### src/rtl/cpu0_fetch_if.sv
// Fetch-stage bundle: byte memory read port, instruction hand-off to decode, redirect input.
// master = fetch unit, slave = memory/decode/core side.
interface cpu0_fetch_if;
    logic        mem_req;
    logic [31:0] mem_addr;
    logic        mem_ack;
    logic [7:0]  mem_rdata;
    logic [31:0] ir;
    logic [31:0] ir_pc;
    logic        ir_valid;
    logic        ir_ready;
    logic        redir_valid;
    logic [31:0] redir_pc;

    modport master (
        output mem_req, mem_addr, ir, ir_pc, ir_valid,
        input  mem_ack, mem_rdata, ir_ready, redir_valid, redir_pc
    );

    modport slave (
        input  mem_req, mem_addr, ir, ir_pc, ir_valid,
        output mem_ack, mem_rdata, ir_ready, redir_valid, redir_pc
    );
endinterface

### src/rtl/cpu0_fetch.sv
// Generic word FIFO with synchronous flush; head is combinational from storage.
// Caller never pushes into a full FIFO unless it pops in the same cycle.
module cpu0_fetch_fifo #(
    parameter int W     = 64,
    parameter int DEPTH = 2,
    localparam int PW   = (DEPTH > 1) ? $clog2(DEPTH) : 1,
    localparam int CW   = $clog2(DEPTH + 1)
) (
    input  logic          clock,
    input  logic          reset_n,
    input  logic          flush,
    input  logic          push,
    input  logic [W-1:0]  push_dat,
    input  logic          pop,
    output logic [W-1:0]  head_dat,
    output logic [CW-1:0] count
);
    logic [W-1:0]  mem [DEPTH];
    logic [PW-1:0] rd_ptr, wr_ptr;
    logic [CW-1:0] cnt;

    function automatic logic [PW-1:0] inc(input logic [PW-1:0] p);
        return (p == PW'(DEPTH - 1)) ? '0 : p + PW'(1);
    endfunction

    always_ff @(posedge clock or negedge reset_n) begin
        if (!reset_n) begin
            rd_ptr <= '0;
            wr_ptr <= '0;
            cnt    <= '0;
            for (int i = 0; i < DEPTH; i++) mem[i] <= '0;
        end else if (flush) begin
            rd_ptr <= '0;
            wr_ptr <= '0;
            cnt    <= '0;
        end else begin
            if (push) begin
                mem[wr_ptr] <= push_dat;
                wr_ptr      <= inc(wr_ptr);
            end
            if (pop) rd_ptr <= inc(rd_ptr);
            cnt <= cnt + CW'(push) - CW'(pop);
        end
    end

    assign head_dat = mem[rd_ptr];
    assign count    = cnt;
endmodule

// Byte-serial instruction fetch: assembles big-endian words, queues them for decode.
// First word 5 edges after reset; decode stall stops new words once the FIFO fills.
module cpu0_fetch #(
    parameter int          DEPTH    = 2,
    parameter logic [31:0] RESET_PC = 32'h0000_0000
) (
    input  logic          clock,
    input  logic          reset_n,
    cpu0_fetch_if.master  bus
);
    localparam int CW = $clog2(DEPTH + 1);

    typedef enum logic {FETCH, DISCARD} state_t;

    typedef struct packed {
        logic [31:0] pc;
        logic [31:0] word;
    } ent_t;

    state_t        state_q, state_d;
    logic [31:0]   fetch_pc_q, fetch_pc_d;
    logic [31:0]   pending_pc_q, pending_pc_d;
    logic [1:0]    byte_cnt_q, byte_cnt_d;
    logic [23:0]   asm_q, asm_d;
    logic          mem_req_q, mem_req_d;
    logic [31:0]   mem_addr_q, mem_addr_d;
    logic          ack, hold, push, pop, flush, ir_valid;
    ent_t          push_ent, head_ent;
    logic [CW-1:0] count, count_nxt;
    logic [31:0]   redir_tgt;
    logic          unused_redir_lsbs;

    assign redir_tgt         = {bus.redir_pc[31:2], 2'b00};
    assign unused_redir_lsbs = ^bus.redir_pc[1:0];
    assign ack               = mem_req_q & bus.mem_ack;
    assign hold              = mem_req_q & ~bus.mem_ack;
    assign ir_valid          = (count != '0);
    assign pop               = ir_valid & bus.ir_ready;

    always_comb begin
        state_d       = state_q;
        fetch_pc_d    = fetch_pc_q;
        pending_pc_d  = pending_pc_q;
        byte_cnt_d    = byte_cnt_q;
        asm_d         = asm_q;
        push          = 1'b0;
        flush         = 1'b0;
        push_ent.pc   = fetch_pc_q;
        push_ent.word = {asm_q, bus.mem_rdata};

        case (state_q)
            FETCH: begin
                if (bus.redir_valid) begin
                    flush = 1'b1;
                    if (hold) begin
                        // The in-flight byte must still be accepted before refetching.
                        pending_pc_d = redir_tgt;
                        state_d      = DISCARD;
                    end else begin
                        fetch_pc_d = redir_tgt;
                        byte_cnt_d = 2'd0;
                    end
                end else if (ack) begin
                    if (byte_cnt_q == 2'd3) begin
                        push       = 1'b1;
                        fetch_pc_d = fetch_pc_q + 32'd4;
                        byte_cnt_d = 2'd0;
                    end else begin
                        asm_d      = {asm_q[15:0], bus.mem_rdata};
                        byte_cnt_d = byte_cnt_q + 2'd1;
                    end
                end
            end
            DISCARD: begin
                if (bus.redir_valid) begin
                    flush        = 1'b1;
                    pending_pc_d = redir_tgt;
                end
                if (ack) begin
                    fetch_pc_d = bus.redir_valid ? redir_tgt : pending_pc_q;
                    byte_cnt_d = 2'd0;
                    state_d    = FETCH;
                end
            end
            default: state_d = FETCH;
        endcase

        count_nxt = flush ? '0 : count + CW'(push) - CW'(pop);

        if (hold) begin
            mem_req_d  = 1'b1;
            mem_addr_d = mem_addr_q;
        end else begin
            // A started word always owns a slot; only byte 0 waits for space.
            mem_req_d  = (byte_cnt_d != 2'd0) || (count_nxt < CW'(DEPTH));
            mem_addr_d = fetch_pc_d + {30'd0, byte_cnt_d};
        end
    end

    always_ff @(posedge clock or negedge reset_n) begin
        if (!reset_n) begin
            state_q      <= FETCH;
            fetch_pc_q   <= RESET_PC;
            pending_pc_q <= '0;
            byte_cnt_q   <= 2'd0;
            asm_q        <= '0;
            mem_req_q    <= 1'b0;
            mem_addr_q   <= '0;
        end else begin
            state_q      <= state_d;
            fetch_pc_q   <= fetch_pc_d;
            pending_pc_q <= pending_pc_d;
            byte_cnt_q   <= byte_cnt_d;
            asm_q        <= asm_d;
            mem_req_q    <= mem_req_d;
            mem_addr_q   <= mem_addr_d;
        end
    end

    cpu0_fetch_fifo #(.W(64), .DEPTH(DEPTH)) u_fifo (
        .clock    (clock),
        .reset_n  (reset_n),
        .flush    (flush),
        .push     (push),
        .push_dat (push_ent),
        .pop      (pop),
        .head_dat (head_ent),
        .count    (count)
    );

    assign bus.mem_req  = mem_req_q;
    assign bus.mem_addr = mem_addr_q;
    assign bus.ir       = head_ent.word;
    assign bus.ir_pc    = head_ent.pc;
    assign bus.ir_valid = ir_valid;
endmodule

### src/flat_wrapper.sv
// flat-port wrapper written by rule: the top's interface ports become plain ports
module cpu0_fetch_flat 
#(
    parameter int          DEPTH    = 2,
    parameter logic [31:0] RESET_PC = 32'h0000_0000
)
  (clock, reset_n, bus_mem_req, bus_mem_addr, bus_ir, bus_ir_pc, bus_ir_valid, bus_mem_ack, bus_mem_rdata, bus_ir_ready, bus_redir_valid, bus_redir_pc);
  cpu0_fetch_if bus_i ();
  input  logic clock;
  input  logic reset_n;
  output wire logic [$bits(bus_i.mem_req)-1:0] bus_mem_req;
  output wire logic [$bits(bus_i.mem_addr)-1:0] bus_mem_addr;
  output wire logic [$bits(bus_i.ir)-1:0] bus_ir;
  output wire logic [$bits(bus_i.ir_pc)-1:0] bus_ir_pc;
  output wire logic [$bits(bus_i.ir_valid)-1:0] bus_ir_valid;
  input wire logic [$bits(bus_i.mem_ack)-1:0] bus_mem_ack;
  input wire logic [$bits(bus_i.mem_rdata)-1:0] bus_mem_rdata;
  input wire logic [$bits(bus_i.ir_ready)-1:0] bus_ir_ready;
  input wire logic [$bits(bus_i.redir_valid)-1:0] bus_redir_valid;
  input wire logic [$bits(bus_i.redir_pc)-1:0] bus_redir_pc;
  assign bus_mem_req = bus_i.mem_req;
  assign bus_mem_addr = bus_i.mem_addr;
  assign bus_ir = bus_i.ir;
  assign bus_ir_pc = bus_i.ir_pc;
  assign bus_ir_valid = bus_i.ir_valid;
  assign bus_i.mem_ack = bus_mem_ack;
  assign bus_i.mem_rdata = bus_mem_rdata;
  assign bus_i.ir_ready = bus_ir_ready;
  assign bus_i.redir_valid = bus_redir_valid;
  assign bus_i.redir_pc = bus_redir_pc;
  cpu0_fetch #(.DEPTH(DEPTH), .RESET_PC(RESET_PC)) u_core (.clock(clock), .reset_n(reset_n), .bus(bus_i));
endmodule
### config.mk
export PLATFORM = sky130hd
export DESIGN_NAME = cpu0_fetch_flat
export DESIGN_NICKNAME = d
export VERILOG_FILES = /design/src/rtl/cpu0_fetch_if.sv /design/src/rtl/cpu0_fetch.sv /design/src/flat_wrapper.sv
export SDC_FILE = /design/constraint.sdc
export NUM_CORES = 1
export LEC_CHECK = 0
export CORE_AREA = 2 2 183 185
export DETAILED_ROUTE_END_ITERATION = 16
export DIE_AREA = 0 0 185 187
export SYNTH_ARGS = -nofsm -noshare
export SYNTH_HDL_FRONTEND = slang
export SYNTH_SLANG_ARGS = --single-unit
### constraint.sdc
create_clock -name clock -period 4.4 [get_ports clock]
set_input_delay 0.88 -clock clock [delete_from_list [all_inputs] [get_ports clock]]
set_output_delay 0.88 -clock clock [all_outputs]
set_load 0.005 [all_outputs]
==> results.yml <==
global_routing:
  grt_pass1_vias: 9436
  grt_pass1_wl_um: 53600
  grt.total_usage_pct: 19.6
  grt.overflow.total: 0
  grt_antenna_before_repair: 0
  grt_max_degree: 125
logic_synthesis:
  netlist_instances: 1074
  synthTopCellsByCount: "dfrtp_1, mux2_2, nand2_1, o21ai_0, nor2_1"
  ys_warn_count: 0
  synth.top_cell.area_share_pct: 49.9
  ys_ff_latch: 256
  async_flop_share_pct: 100
  seq_area_frac_synth_pct: 49.9
  syn-num-nets: 1126
  synth.top_cells.by_area: "dfrtp_1, mux2_2, nand2_1"
  synth.most_common_cell: "dfrtp_1"
  synth_edf_count: 0
  ys.flop_type: "dfrtp_1"
  postSynthAreaPerCell_sq_um: 12.0
  synth_area_leader_cell: "dfrtp_1"
  syn_area_sq_um: 12800
  synth.distinct_cells: 93
power:
  ir_drop_uv: 343
  power.density_nw_per_um2: 443
  p_leak_nw: 7.00
place:
  dp_hpwl_um: 23600
  io_buffer_count: 140
  gp_congestion: 0.877
  pre_cts_ws_ns: 0.224
  placedCellCount: 1665
cts:
  cts_setup_buffers: 0
  clkSinkCount: 256
  cts-resized-gates: 0
  cts_tree: "yes"
  cts_buffers: 30
  hold_buffers: 0
  clock_path_buffers: 3
  ctsHtreeMaxLevel: 1
  cts_root_buf: "clkbuf_16"
  cts.clk_slew.worst_paths_ns: 0.06
  clock_latency_ns: 0.55
timing:
  fin_crit_sh_pct: 82.9
  timing.fmax_mhz: 274
  finalSetupViolCount: 0
  setup_ws_ns: 0.753
  fin_worst_skew_ns: 0.00841
  hold_violations: 0
  period_needed_ns: 3.65
  rsz0062_at_grt: "false"
  maxSlewViolCount: 0
  relSlewSlack_pct: 35.0
  tightest_slew_ns: 0.975
  finalSetupTns_ns: 0
critical_path:
  setup.worst_path.start: "u_core.state_q"
  crit_path_max_incr_delay_ns: 0.65
  cp.required_ns: 4.86
  crit_path_end: "u_core.bus.mem_addr[26]"
  crit_path_cell_trace: "buf_4 -> nor2_8 -> nand2_1 -> nor3_1 -> o21ai_0 -> o21ai_0 -> ha_1 -> fa_1 -> and3_2 -> nand4_4 -> or3_1 -> or4_1 -> o211ai_1"
  r2r_slack_ns: 0.75
  path_class: "flip-flop to flip-flop"
  timing.rr.start: "u_core.state_q"
  critPathBufInv: 1
  endpoint_kind: "flip-flop"
  slowest_stage: "dfrtp_1"
  cp_max_fo: 22
  cp_num_cells: 13
  r2r_end: "u_core.bus.mem_addr[26]"
  crit_family: "simple AND/OR/NAND/NOR gates"
  cp_common_cell: "o21ai_0"
  reg2reg_depth: 13
  arrival_ns: 4.10
  cp-start-kind: "flip-flop"
drt:
  drt-total-wl_um: 33800
  wl_per_cell_um: 19.6
  vias: 9397
  dr.pass1.iters: 5
  vias_per_cell: 5.46
  route.detailed.drc: 0
  drt_iter0_drc: 565
  ant_nets: 0
cells_and_area:
  area_growth_pct: 24.4
  fin_nets: 1301
  instances_no_fill: 1720
  drive_above_1_share_pct: 32.9
  final_util_pct: 48.6
  n_fill_cell: 3014
  num_antenna_cells: 0
run_status:
  status: "completed"
die:
  die_width_um: 185
  ioPinCount: 143
  rows: 67
  dieArea_sq_um: 34600
  die_h_um: 187
  core-area_sq_um: 32900
  start_util_pct: 39.1
hold_path:
  hold_path_class: "primary input to async pin"
flow_run:
  maxCapViolCount: 0
-- final cells by class --
type	count	area, sq um	area share, %
Clock buffer	38	832	5.21
Clock inverter	17	165	1.03
Inverter	19	71.3	0.446
Multi-Input combinational cell	732	5970	37.4
Sequential cell	256	6410	40.1
Tap cell	448	561	3.51
Timing Repair Buffer	210	1960	12.3
-- routing by layer --
metal  vias to the layer above  track usage [%]  wire (um)
li1                       4320                -          -
met1                      4761             27.9      15600
met2                       256             31.1      15700
met3                        60             2.84       1670
met4                         0             5.59        816
met5                         -                0          0
-- through the flow --
stage | power, mW | hold WS (ns) | area [sq um]
2_1_floorplan | 3.83 | 0.444 | 12800
3_3_place_gp | 4.61 | 0.457 | 15000
3_5_place_dp | 4.63 | 0.461 | 15000
4_1_cts | 7.17 | 0.474 | 16000
5_1_grt | 7.45 | 0.500 | 16000
6_report | 7.08 | 0.437 | 16000
-- how the worst min path moves through the flow --
stage | startpoint | end | slack (ns) | cells after the start
floorplan | u_core.u_fifo.mem[36] | u_core.u_fifo.mem[36] | 0.44 | 2
global placement | u_core.bus.mem_addr[7] | u_core.bus.mem_addr[7] | 0.46 | 2
detailed placement | u_core.bus.mem_addr[7] | u_core.bus.mem_addr[7] | 0.46 | 2
CTS | u_core.bus.mem_addr[7] | u_core.bus.mem_addr[7] | 0.47 | 2
global route | u_core.u_fifo.mem[51] | u_core.u_fifo.mem[51] | 0.50 | 2
finish | reset_n | u_core.u_fifo.mem[29] | 0.44 | 1
-- cells by family (layout without fill, tap and decap cells) --
| kind of cell | count (synthesis) | in the layout | synth area share, % |
|---|---|---|---|
| AOI/OAI and AO/OA | 159 | 159 | 8.89 |
| xor gates and xnor gates | 26 | 26 | 1.77 |
| adders and majority gates | 7 | 7 | 0.740 |
| buffers and inverters | 86 | 284 | 3.76 |
| DFF | 256 | 256 | 49.9 |
| muxes | 241 | 241 | 21.1 |
| and+or+nand+nor | 299 | 299 | 13.8 |
-- placed cells by master (no fill, tap or decap), types with 6 or more instances in the layout --
cell type / count
nor3_1: 23
o221ai_1: 10
mux2_2: 241
nor2_1: 32
o21ai_0: 38
nor4b_1: 9
a21oi_1: 19
o211ai_1: 8
o31ai_1: 6
xnor2_1: 24
o22ai_1: 11
nor4_1: 14
and3_1: 9
nor2b_1: 10
or3_1: 6
clkinv_2: 12
nand3_1: 25
nand2_1: 77
ha_1: 6
inv_1: 18
nor3b_1: 7
or4_1: 10
dfrtp_1: 255
and2_1: 7
buf_4: 67
nand4_1: 17
clkdlybuf4s50_1: 138
nand2b_1: 6
clkbuf_16: 31
-- power breakdown --
group,switching [mW],total (mW),internal (mW)
combinational,0.701,1.56,0.863
clock,0.983,2.49,1.51
sequential,0.339,3.03,2.69
total,2.02,7.08,5.06
-- sequential cells by signal, summed over array words and instances, names as in the netlist --
name and count:
u_core.asm_q 24, u_core.bus.mem_addr 32, u_core.bus.mem_req 1, u_core.byte_cnt_q 2
u_core.fetch_pc_q 32, u_core.pending_pc_q 32, u_core.state_q 1, u_core.u_fifo.count 2
u_core.u_fifo.mem 128, u_core.u_fifo.rd_ptr 1, u_core.u_fifo.wr_ptr 1
-- worst register-to-register path, stage by stage, from the launching register on --
cell      delay (ns)
dfrtp_1         0.65
buf_4           0.32
nor2_8          0.11
nand2_1         0.06
nor3_1          0.12
o21ai_0         0.09
o21ai_0         0.19
ha_1            0.25
fa_1            0.25
and3_2          0.25
nand4_4         0.12
or3_1           0.53
or4_1           0.52
o211ai_1        0.10
Note: power is estimated with default switching activity, not from simulation.
